### src/rtl/imgproc_msg_reader_if.sv
// Avalon-MM master port through which the message reader polls the image
// processor's status/message registers and issues buffer flushes.
interface imgproc_msg_reader_if;
  // Handshake: fixed-latency Avalon-MM with no waitrequest. A read is one
  // cycle of m_chipselect & m_read; m_readdata is valid exactly one cycle
  // later. A write is one cycle of m_chipselect & m_write with m_address and
  // m_writedata valid in that same cycle.
  logic [2:0]  m_address;
  logic        m_chipselect;
  logic        m_read;
  logic        m_write;
  logic [31:0] m_writedata;
  logic [31:0] m_readdata;

  modport master (
    output m_address, m_chipselect, m_read, m_write, m_writedata,
    input  m_readdata
  );

  modport slave (
    input  m_address, m_chipselect, m_read, m_write, m_writedata,
    output m_readdata
  );
endinterface

### src/rtl/imgproc_msg_reader.sv
// Polls the image processor for colour-bound messages, latches red/green/pink
// x bounds, derives detection and centre, and services message-buffer flushes.
module imgproc_msg_reader #(
  parameter int POLL_INTERVAL = 1024,
  parameter int MAX_BATCH     = 8
) (
  input  logic                        clk,
  input  logic                        reset,
  input  logic                        enable,
  input  logic                        flush_req,
  imgproc_msg_reader_if.master        mm,
  output logic [10:0]                 r_x_min,
  output logic [10:0]                 r_x_max,
  output logic [10:0]                 g_x_min,
  output logic [10:0]                 g_x_max,
  output logic [10:0]                 p_x_min,
  output logic [10:0]                 p_x_max,
  output logic                        r_det,
  output logic                        g_det,
  output logic                        p_det,
  output logic [10:0]                 r_centre,
  output logic [10:0]                 g_centre,
  output logic [10:0]                 p_centre,
  output logic [2:0]                  upd,
  output logic [7:0]                  err_count,
  output logic                        busy,
  output logic [2:0]                  dbg_state
);

  typedef enum logic [2:0] {
    S_IDLE    = 3'd0,
    S_RD_STAT = 3'd1,
    S_WT_STAT = 3'd2,
    S_RD_MSG  = 3'd3,
    S_WT_MSG  = 3'd4,
    S_GAP     = 3'd5,
    S_FLUSH   = 3'd6
  } state_e;

  localparam int              TW           = (POLL_INTERVAL > 1) ? $clog2(POLL_INTERVAL) : 1;
  localparam logic [TW-1:0]   TIMER_RELOAD = TW'(POLL_INTERVAL - 1);
  localparam logic [7:0]      BATCH_CAP    = 8'(MAX_BATCH);
  localparam logic [10:0]     X_LIMIT      = 11'd639;
  localparam logic [10:0]     X_MIN_RST    = 11'd639;
  localparam logic [31:0]     FLUSH_CMD    = 32'h10;

  state_e              state_q, state_d;
  logic [TW-1:0]       timer_q, timer_d;
  logic                was_idle_q, was_idle_d;
  logic [7:0]          remaining_q, remaining_d;
  logic                pend_q, pend_d;
  logic [7:0]          err_q, err_d;
  logic [2:0][10:0]    x_min_q, x_min_d;
  logic [2:0][10:0]    x_max_q, x_max_d;
  logic [2:0]          upd_q, upd_d;

  logic [7:0]          rd_id;
  logic [10:0]         rd_lo;
  logic [10:0]         rd_hi;
  logic                rd_bad;
  logic [7:0]          stat_cnt;
  logic [7:0]          batch_len;

  assign rd_id     = mm.m_readdata[31:24];
  assign rd_lo     = mm.m_readdata[22:12];
  assign rd_hi     = mm.m_readdata[10:0];
  assign rd_bad    = mm.m_readdata[23] | mm.m_readdata[11] | (rd_lo > X_LIMIT) | (rd_hi > X_LIMIT);
  assign stat_cnt  = mm.m_readdata[15:8];
  assign batch_len = (stat_cnt > BATCH_CAP) ? BATCH_CAP : stat_cnt;

  always_comb begin
    state_d         = state_q;
    timer_d         = timer_q;
    was_idle_d      = (state_q == S_IDLE);
    remaining_d     = remaining_q;
    pend_d          = pend_q | flush_req;
    err_d           = err_q;
    x_min_d         = x_min_q;
    x_max_d         = x_max_q;
    upd_d           = 3'b000;
    mm.m_address    = 3'd0;
    mm.m_chipselect = 1'b0;
    mm.m_read       = 1'b0;
    mm.m_write      = 1'b0;
    mm.m_writedata  = 32'h0;

    unique case (state_q)
      S_IDLE: begin
        // The first IDLE cycle only reloads the timer, so a full poll cycle
        // spans POLL_INTERVAL+3 clocks.
        if (pend_q) begin
          state_d = S_FLUSH;
          pend_d  = 1'b0;
        end else if (!was_idle_q) begin
          timer_d = TIMER_RELOAD;
        end else if (enable) begin
          if (timer_q == '0) state_d = S_RD_STAT;
          else               timer_d = timer_q - TW'(1);
        end
      end
      S_RD_STAT: begin
        mm.m_chipselect = 1'b1;
        mm.m_read       = 1'b1;
        mm.m_address    = 3'd0;
        state_d         = S_WT_STAT;
      end
      S_WT_STAT: begin
        remaining_d = batch_len;
        state_d     = (batch_len == 8'd0) ? S_IDLE : S_RD_MSG;
      end
      S_RD_MSG: begin
        mm.m_chipselect = 1'b1;
        mm.m_read       = 1'b1;
        mm.m_address    = 3'd1;
        state_d         = S_WT_MSG;
      end
      S_WT_MSG: begin
        remaining_d = remaining_q - 8'd1;
        state_d     = S_GAP;
        if (!rd_bad && (rd_id == 8'd1 || rd_id == 8'd2 || rd_id == 8'd3)) begin
          // id 1/2/3 maps to slot 0/1/2 (red/green/pink).
          x_min_d[rd_id[1:0] - 2'd1] = rd_lo;
          x_max_d[rd_id[1:0] - 2'd1] = rd_hi;
          upd_d[rd_id[1:0] - 2'd1]   = 1'b1;
        end else if (err_q != 8'hFF) begin
          err_d = err_q + 8'd1;
        end
      end
      S_GAP: begin
        state_d = (remaining_q != 8'd0) ? S_RD_MSG : S_IDLE;
      end
      S_FLUSH: begin
        mm.m_chipselect = 1'b1;
        mm.m_write      = 1'b1;
        mm.m_address    = 3'd0;
        mm.m_writedata  = FLUSH_CMD;
        state_d         = S_IDLE;
      end
      default: state_d = S_IDLE;
    endcase
  end

  always_ff @(posedge clk) begin
    if (reset) begin
      state_q     <= S_IDLE;
      timer_q     <= TIMER_RELOAD;
      was_idle_q  <= 1'b1;
      remaining_q <= 8'd0;
      pend_q      <= 1'b0;
      err_q       <= 8'd0;
      x_min_q     <= {3{X_MIN_RST}};
      x_max_q     <= '0;
      upd_q       <= 3'b000;
    end else begin
      state_q     <= state_d;
      timer_q     <= timer_d;
      was_idle_q  <= was_idle_d;
      remaining_q <= remaining_d;
      pend_q      <= pend_d;
      err_q       <= err_d;
      x_min_q     <= x_min_d;
      x_max_q     <= x_max_d;
      upd_q       <= upd_d;
    end
  end

  function automatic logic [10:0] centre_of(input logic [10:0] lo, input logic [10:0] hi);
    logic [11:0] sum;
    sum = {1'b0, lo} + {1'b0, hi};
    return (lo <= hi) ? sum[11:1] : 11'd0;
  endfunction

  assign r_x_min   = x_min_q[0];
  assign r_x_max   = x_max_q[0];
  assign g_x_min   = x_min_q[1];
  assign g_x_max   = x_max_q[1];
  assign p_x_min   = x_min_q[2];
  assign p_x_max   = x_max_q[2];
  assign r_det     = (x_min_q[0] <= x_max_q[0]);
  assign g_det     = (x_min_q[1] <= x_max_q[1]);
  assign p_det     = (x_min_q[2] <= x_max_q[2]);
  assign r_centre  = centre_of(x_min_q[0], x_max_q[0]);
  assign g_centre  = centre_of(x_min_q[1], x_max_q[1]);
  assign p_centre  = centre_of(x_min_q[2], x_max_q[2]);
  assign upd       = upd_q;
  assign err_count = err_q;
  assign busy      = (state_q != S_IDLE);
  assign dbg_state = state_q;

endmodule

### src/flat_wrapper.sv
// flat-port wrapper written by rule: the top's interface ports become plain ports
module imgproc_msg_reader_flat 
#(
  parameter int POLL_INTERVAL = 1024,
  parameter int MAX_BATCH     = 8
)
  (clk, reset, enable, flush_req, r_x_min, r_x_max, g_x_min, g_x_max, p_x_min, p_x_max, r_det, g_det, p_det, r_centre, g_centre, p_centre, upd, err_count, busy, dbg_state, mm_m_address, mm_m_chipselect, mm_m_read, mm_m_write, mm_m_writedata, mm_m_readdata);
  imgproc_msg_reader_if mm_i ();
  input  logic clk;
  input  logic reset;
  input  logic enable;
  input  logic flush_req;
  output logic [10:0] r_x_min;
  output logic [10:0] r_x_max;
  output logic [10:0] g_x_min;
  output logic [10:0] g_x_max;
  output logic [10:0] p_x_min;
  output logic [10:0] p_x_max;
  output logic r_det;
  output logic g_det;
  output logic p_det;
  output logic [10:0] r_centre;
  output logic [10:0] g_centre;
  output logic [10:0] p_centre;
  output logic [2:0] upd;
  output logic [7:0] err_count;
  output logic busy;
  output logic [2:0] dbg_state;
  output wire logic [$bits(mm_i.m_address)-1:0] mm_m_address;
  output wire logic [$bits(mm_i.m_chipselect)-1:0] mm_m_chipselect;
  output wire logic [$bits(mm_i.m_read)-1:0] mm_m_read;
  output wire logic [$bits(mm_i.m_write)-1:0] mm_m_write;
  output wire logic [$bits(mm_i.m_writedata)-1:0] mm_m_writedata;
  input wire logic [$bits(mm_i.m_readdata)-1:0] mm_m_readdata;
  assign mm_m_address = mm_i.m_address;
  assign mm_m_chipselect = mm_i.m_chipselect;
  assign mm_m_read = mm_i.m_read;
  assign mm_m_write = mm_i.m_write;
  assign mm_m_writedata = mm_i.m_writedata;
  assign mm_i.m_readdata = mm_m_readdata;
  imgproc_msg_reader #(.POLL_INTERVAL(POLL_INTERVAL), .MAX_BATCH(MAX_BATCH)) u_core (.clk(clk), .reset(reset), .enable(enable), .flush_req(flush_req), .mm(mm_i), .r_x_min(r_x_min), .r_x_max(r_x_max), .g_x_min(g_x_min), .g_x_max(g_x_max), .p_x_min(p_x_min), .p_x_max(p_x_max), .r_det(r_det), .g_det(g_det), .p_det(p_det), .r_centre(r_centre), .g_centre(g_centre), .p_centre(p_centre), .upd(upd), .err_count(err_count), .busy(busy), .dbg_state(dbg_state));
endmodule
### config.mk
export PLATFORM = sky130hd
export DESIGN_NAME = imgproc_msg_reader_flat
export DESIGN_NICKNAME = d
export VERILOG_FILES = /design/src/rtl/imgproc_msg_reader_if.sv /design/src/rtl/imgproc_msg_reader.sv /design/src/flat_wrapper.sv
export SDC_FILE = /design/constraint.sdc
export NUM_CORES = 1
export LEC_CHECK = 0
export BUFFER_PORTS_ARGS = -buffer_cell sky130_fd_sc_hd__buf_2
export CAP_MARGIN = 40
export CORE_UTILIZATION = 55
export DETAILED_ROUTE_END_ITERATION = 12
export HOLD_SLACK_MARGIN = 0.08
export PLACE_DENSITY = 0.84
export SLEW_MARGIN = 10
export SYNTH_ARGS = -nofsm -noshare
export SYNTH_HDL_FRONTEND = slang
export SYNTH_SLANG_ARGS = --single-unit
### constraint.sdc
create_clock -name clk -period 6.1 [get_ports clk]
set_clock_uncertainty 0.2 [all_clocks]
set_input_delay 0.61 -clock clk [delete_from_list [all_inputs] [get_ports clk]]
set_output_delay 0.61 -clock clk [all_outputs]
set_load 0.02 [all_outputs]
After elaboration in Yosys (flattened, before gate mapping)
Cells that the tools add are included.
{ "classes": {"magnitude_cmp": 8, "n_mux": 28, "n_addsub": 7, "n_bitwise": 7, "n_reduce_logical": 18, "eq_ne": 15} }
{ "ops": {"columns": ["op", "count"], "rows": [
  ["$bwmux W33", 2],
  ["$mux W11", 4],
  ["$add A11 B11 Y12", 3],
  ["$le A11 B11 Y1", 3],
  ["$mux W10", 3],
  ["$demux W11 S2", 1],
  ["$gt A11 B10 Y1 const B", 2],
  ["$pmux W3 S6", 1],
  ["$eq A8 B2 Y1 const B", 2],
  ["$pmux W8 S2", 1],
  ["$mux W3", 4],
  ["$logic_not A10 Y1", 1],
  ["$sub A10 B1 Y10 const B", 1],
  ["$eq A3 B3 Y1 const B", 3],
  ["$add A8 B1 Y8 const B", 1],
  ["$eq A8 B1 Y1 const B", 1],
  ["$gt A8 B4 Y1 const B", 1],
  ["$logic_not A8 Y1", 1],
  ["$mux W8", 1],
  ["$ne A8 B8 Y1 const B", 1],
  ["$reduce_bool A8 Y1", 1],
  ["$sub A8 B1 Y8 const B", 1],
  ["$mux W1", 7],
  ["$eq A3 B2 Y1 const B", 2],
  ["other kinds (23)", 35]
]} }
{ "totals": {"in_bits": 36, "reg_bits": 100, "output_inout_bits": 155, "word_cells": 96} }

Longest topological paths before layout
{ "depth": {"depth_word": 7, "depth_mapped": 9, "mapped_depth_nobuf": 8} }

Worst setup path before layout
OpenSTA, ideal clock, no wires.
{ "synth_timing": {"kind": "register to output", "start": "reg u_core.x_max_q (netlist bit u_core.g_x_max[1])", "end": "out g_centre[10]", "slack_ns": 2.905, "t_arrival_ns": 2.385, "path_stages_with_launch": 9, "n_path_buf": 0, "cell_sequence": "dfxtp_1 -> inv_1 -> ha_1 -> inv_1 -> a21oi_1 -> o31ai_1 -> o22ai_1 -> or4_1 -> a221oi_1"} }
{ "synth_via": {"elab_chain_cells": 2, "word_cells_on_any_way": 3, "cone_classes": "1 x add/sub; 1 x order compare; 1 x mux"} }
{ "synth_rtl": {"columns": ["element", "line_no", "rtl"], "rows": [
  ["start: declaration", "imgproc_msg_reader.sv:54", "logic [2:0][10:0] x_max_q, x_max_d;"],
  ["start signal: assignment", "imgproc_msg_reader.sv:162", "x_max_q <= x_max_d;"],
  ["$add A11 B11 Y12 / $le A11 B11 Y1 (equally long branches)", "imgproc_msg_reader.sv:169, imgproc_msg_reader.sv:170", null],
  ["$mux W11 *", "imgproc_msg_reader.sv:170", "return (lo <= hi) ? sum[11:1] : 11'd0;"],
  ["end: declaration", "flat_wrapper.sv:23", "output logic [10:0] g_centre;"]
]} }
Mark *: on every way between the ends. The rest lies on a longest branch, timed or not.

Worst setup path in the final report
{ "layout_timing": {"start": "reg u_core.x_max_q (netlist bit u_core.r_x_max[5])", "end": "out r_centre[9]"} }
{ "layout_via": {"elab_chain_cells": 2, "word_cells_on_any_way": 3, "cone_classes": "1 x add/sub; 1 x order compare; 1 x mux"} }
{ "layout_rtl": {"columns": ["element", "line_no", "rtl"], "rows": [
  ["$add A11 B11 Y12 / $le A11 B11 Y1 (equally long branches)", "imgproc_msg_reader.sv:169, imgproc_msg_reader.sv:170", null],
  ["$mux W11 *", "imgproc_msg_reader.sv:170", null],
  ["end: declaration", "flat_wrapper.sv:22", "output logic [10:0] r_centre;"]
]} }
Marks and branches as above.

==> results by group <==
Logic synthesis
  • Area leader, netlist: dfxtp_1
  • Syn avg cell area: 7.93 µm²
  • Post-synth EDFFs: 0
  • Post-synth ARST share: 0%
  • Adder-cell share of the synthesized area: 13.7%
  • Yosys warns: 0
  • Dominant synthesized flop cell: dfxtp_1
  • Synth Area in Compound Gates: 14.8%
  • Synthesized area: 6750 µm²
  • Simple-Gate Fraction of Synth Area: 25.1%
  • Post-synthesis xor/xnor area fraction: 3.90%
  • Proportion of synthesized area in mux cells: 3.17%
  • #FFs+latches synth: 100
  • Post-Syn Instances: 851
  • Synth top area share: 29.7%
  • Largest family of logic cells by synthesized area: simple AND/OR/NAND/NOR gates
  • Unique masters post-synth: 69
  • Top post-synthesis cells by area: dfxtp_1 30%, ha_1 13%, nand2_1 5.6%, nor2_1 5.5%, a21oi_1 5.4%
  • Seq/Total Area, Yosys: 29.7%

GRT
  • Initial antenna violation count: 0
  • Largest net degree at the start of global routing: 55
  • GRT overflow: 0
  • Met3 GRT Util: 4.39%
  • Grt peak-use layer: met2
  • First-pass GRT wire length: 26,300 µm
  • Met1 usage: 32.5%
  • Met2 Resource Use GR: 44.2%
  • Total track usage: 25.5%
  • Number of global-route vias before repair: 5,442

Power and ir drop
  • Combinational power share: 20.3%
  • Peak VDD IR: 292 µV
  • Switch share: 29.2%
  • Leak: 3.56 nW
  • Internal Power: 1.17 mW
  • Clock share of power: 34.7%
  • Share of total power in sequential cells: 45.0%
  • Net Switching: 482 µW
  • Power Density: 212 nW/µm²

Place
  • RD Place Congestion: 0.941
  • Post-DP HPWL: 12,600 µm
  • DP Area: 7470 µm²
  • Pre-CTS setup slack: 2.92 ns
  • Port bufs: 157

Floorplan
  • I/O Pins: 191
  • Num rows: 40
  • Die ar.: 12,700 µm²
  • Core area: 12,000 µm²
  • Die width: 113 µm
  • Initial core utilization: 56.4%
  • Die Height: 113 µm

Critical path
  • Arrival @ worst endpoint: 2.76 ns
  • Crit-path most repeated cell: inv_1
  • Critical Path Fanout Max: 8
  • Critical R2R Launch: u_core.dbg_state[2]
  • Crit path from: u_core.r_x_max[5]
  • Slowest Stage Delay on Critical Path: 0.59 ns
  • CP cell instances: inv_1, ha_1, inv_1, a221oi_1, a31oi_1, mux2i_1, xor2_1, nor2_1, buf_2
  • Worst Setup End Kind: output port
  • Cell at the slowest stage of the critical path: a221oi_1
  • Worst endpoint required time: 5.29 ns
  • Crit path kind: flop to output port
  • Setup crit start kind: flop

Timing
  • Final Max Tran Viols: 0
  • Fmax achieved: 0.280 GHz
  • Crit share post-route: 58.5%
  • Relative slew slack: 46.6%
  • Worst Tran Pin Value: 0.801 ns
  • Setup TNS: 0 ns
  • Final setup fails: 0
  • RSZ-0062 raised after global routing: false
  • Final WS setup: 2.53 ns
  • Hold Vio Cnt, Final: 0
  • Tmin final: 3.57 ns

Route
  • Drt via density: 5.49
  • Average wire per standard cell: 14.6 µm
  • Vias post-DR: 6,242
  • Pre-antenna DRT Iters: 5
  • Post-Route WL: 16,500 µm
  • Initial DRC count: 312
  • Detail Route Antenna Nets: 0
  • DRC Markers: 0

Clock tree
  • Post-CTS Setup Inserts: 0
  • Cts-stage hold buffer count: 0
  • CTS tree: done
  • Worst-skew pair later-pin latency: 0.33 ns
  • Clock sinks: 100
  • CTS Buf Count: 9
  • CTS root buf: clkbuf_16
  • CTS H-tree lvls: 3
  • Clk pin slew, worst setup/hold paths: 0.07 ns
  • Max Root-Sink Buffers: 2
  • Post-CTS Resized: 0

Final layout
  • Area delta synth->final: 15.2%
  • Share of cells above drive strength 1: 20.5%
  • Ant diodes: 0
  • Fin area: 7770 µm²
  • Layout Nets: 1,093

Outcome
  • Outcome: complete, no violations

Worst hold path
  • Hold WC Path Type: flop to flop
  • Min-delay src: u_core.r_x_max[10]

Run
  • Max_cap viols: 0
-- cell families after synthesis --
logic type / count (synthesis)
XOR/XNOR: 30
multiplexers: 21
other: 1
AO/OA/AOI/OAI: 159
AND/OR/NAND/NOR: 337
buffers and inverters: 131
flip-flops: 100
adder cells (fa/ha/maj): 72
-- state kept, by name, indices dropped and copies added (netlist names) --
name / count
u_core.upd: 3
u_core.r_x_min: 11
u_core.remaining_q: 8
u_core.was_idle_q: 1
u_core.g_x_max: 11
u_core.dbg_state: 3
u_core.r_x_max: 11
u_core.err_count: 8
u_core.pend_q: 1
u_core.p_x_max: 11
u_core.timer_q: 10
u_core.p_x_min: 11
u_core.g_x_min: 11
-- per-stage QoR --
stage / util, % / total power, mW / hold slack (ns) / instances
floorplan: - / 1.03 / 0.253 / 883
global placement: 62.1 / 1.08 / 0.273 / 1117
detailed placement: 62.4 / 1.09 / 0.277 / 1121
CTS: 65.0 / 1.65 / 0.293 / 1137
global route: 65.0 / 1.73 / 0.320 / 1137
finish: 65.0 / 1.65 / 0.283 / 1137
-- cells in the final DEF (no fill, tap or decap), types with 3 or more instances in the layout --
cell,instances
a31oi_1,6
nor2_1,98
o32ai_1,3
ha_1,69
buf_4,5
o21ai_0,19
xnor2_1,17
nand2b_1,11
a31o_2,3
nor4_1,6
clkbuf_16,9
buf_2,157
nand4_1,7
fa_1,3
inv_1,59
mux2i_1,18
nor2b_1,16
o21a_1,10
nand3b_1,10
nand3_1,9
xor2_1,13
o211ai_1,8
a21o_1,3
conb_1,33
nand2_1,101
a211o_1,9
nor3_1,28
or3_1,7
mux2_2,3
nor4_4,3
a221oi_1,5
and2_0,8
a21oi_1,73
a211oi_1,6
nor3b_1,7
dfxtp_1,100
-- critical path: cells and delay by family, from the launching register on --
kind | cells | cell delay [ns]
AO/OA/AOI/OAI | 2 | 0.86
AND/OR/NAND/NOR | 1 | 0.05
multiplexers | 1 | 0.23
adder cells (fa/ha/maj) | 1 | 0.43
flip-flops | 1 | 0.37
buffers and inverters | 3 | 0.32
XOR/XNOR | 1 | 0.16
-- synthesized netlist by cell type, types with 3 or more instances --
cell,count
a211o_1,9
nand4_1,7
a31oi_1,6
a31o_2,3
nor3b_1,7
mux2i_1,18
ha_1,69
a21oi_1,73
buf_4,36
nor2_1,98
a211oi_1,6
a21o_1,3
inv_1,59
nand2_1,101
o211ai_1,8
clkbuf_1,25
nor4_1,6
nand3b_1,10
nor2b_1,16
o32ai_1,3
mux2_2,3
buf_2,7
fa_1,3
a221oi_1,5
xnor2_1,17
xor2_1,13
and2_0,8
o21a_1,10
o21ai_0,19
nor3_1,28
or3_1,7
dfxtp_1,100
nand2b_1,11
nand3_1,9
-- power groups by stage --
stage	clock network, mW	logic [mW]	registers (mW)
after floorplan	0	0.284	0.751
after global placement	0	0.328	0.754
after detailed placement	0	0.333	0.755
after CTS	0.579	0.334	0.741
after global routing	0.609	0.369	0.750
final	0.571	0.335	0.742
-- final cells by class --
class	instances	area (µm²)
timing repair buffer	163	838
inverter	59	221
sequential	100	2000
clock buffer	12	256
tap	147	184
multi-input combinational	652	4220
clock inverter	4	47.5
fill	1026	4190
-- per-layer routing --
metal	up-vias	share of wire (%)
met5	-	0
met4	0	2.4
met3	32	5.9
met2	259	48
met1	2855	44
li1	3096	-
-- final timing paths --
check / cells after the start / slack, ns / to
min: 2 / 0.28 / u_core.r_x_max[10]
max: 9 / 2.53 / r_centre[9]
min reg2reg: 2 / 0.28 / u_core.r_x_max[10]
max reg2reg: 6 / 3.50 / u_core.g_x_min[4]
Power figures use the tool's default switching activity.
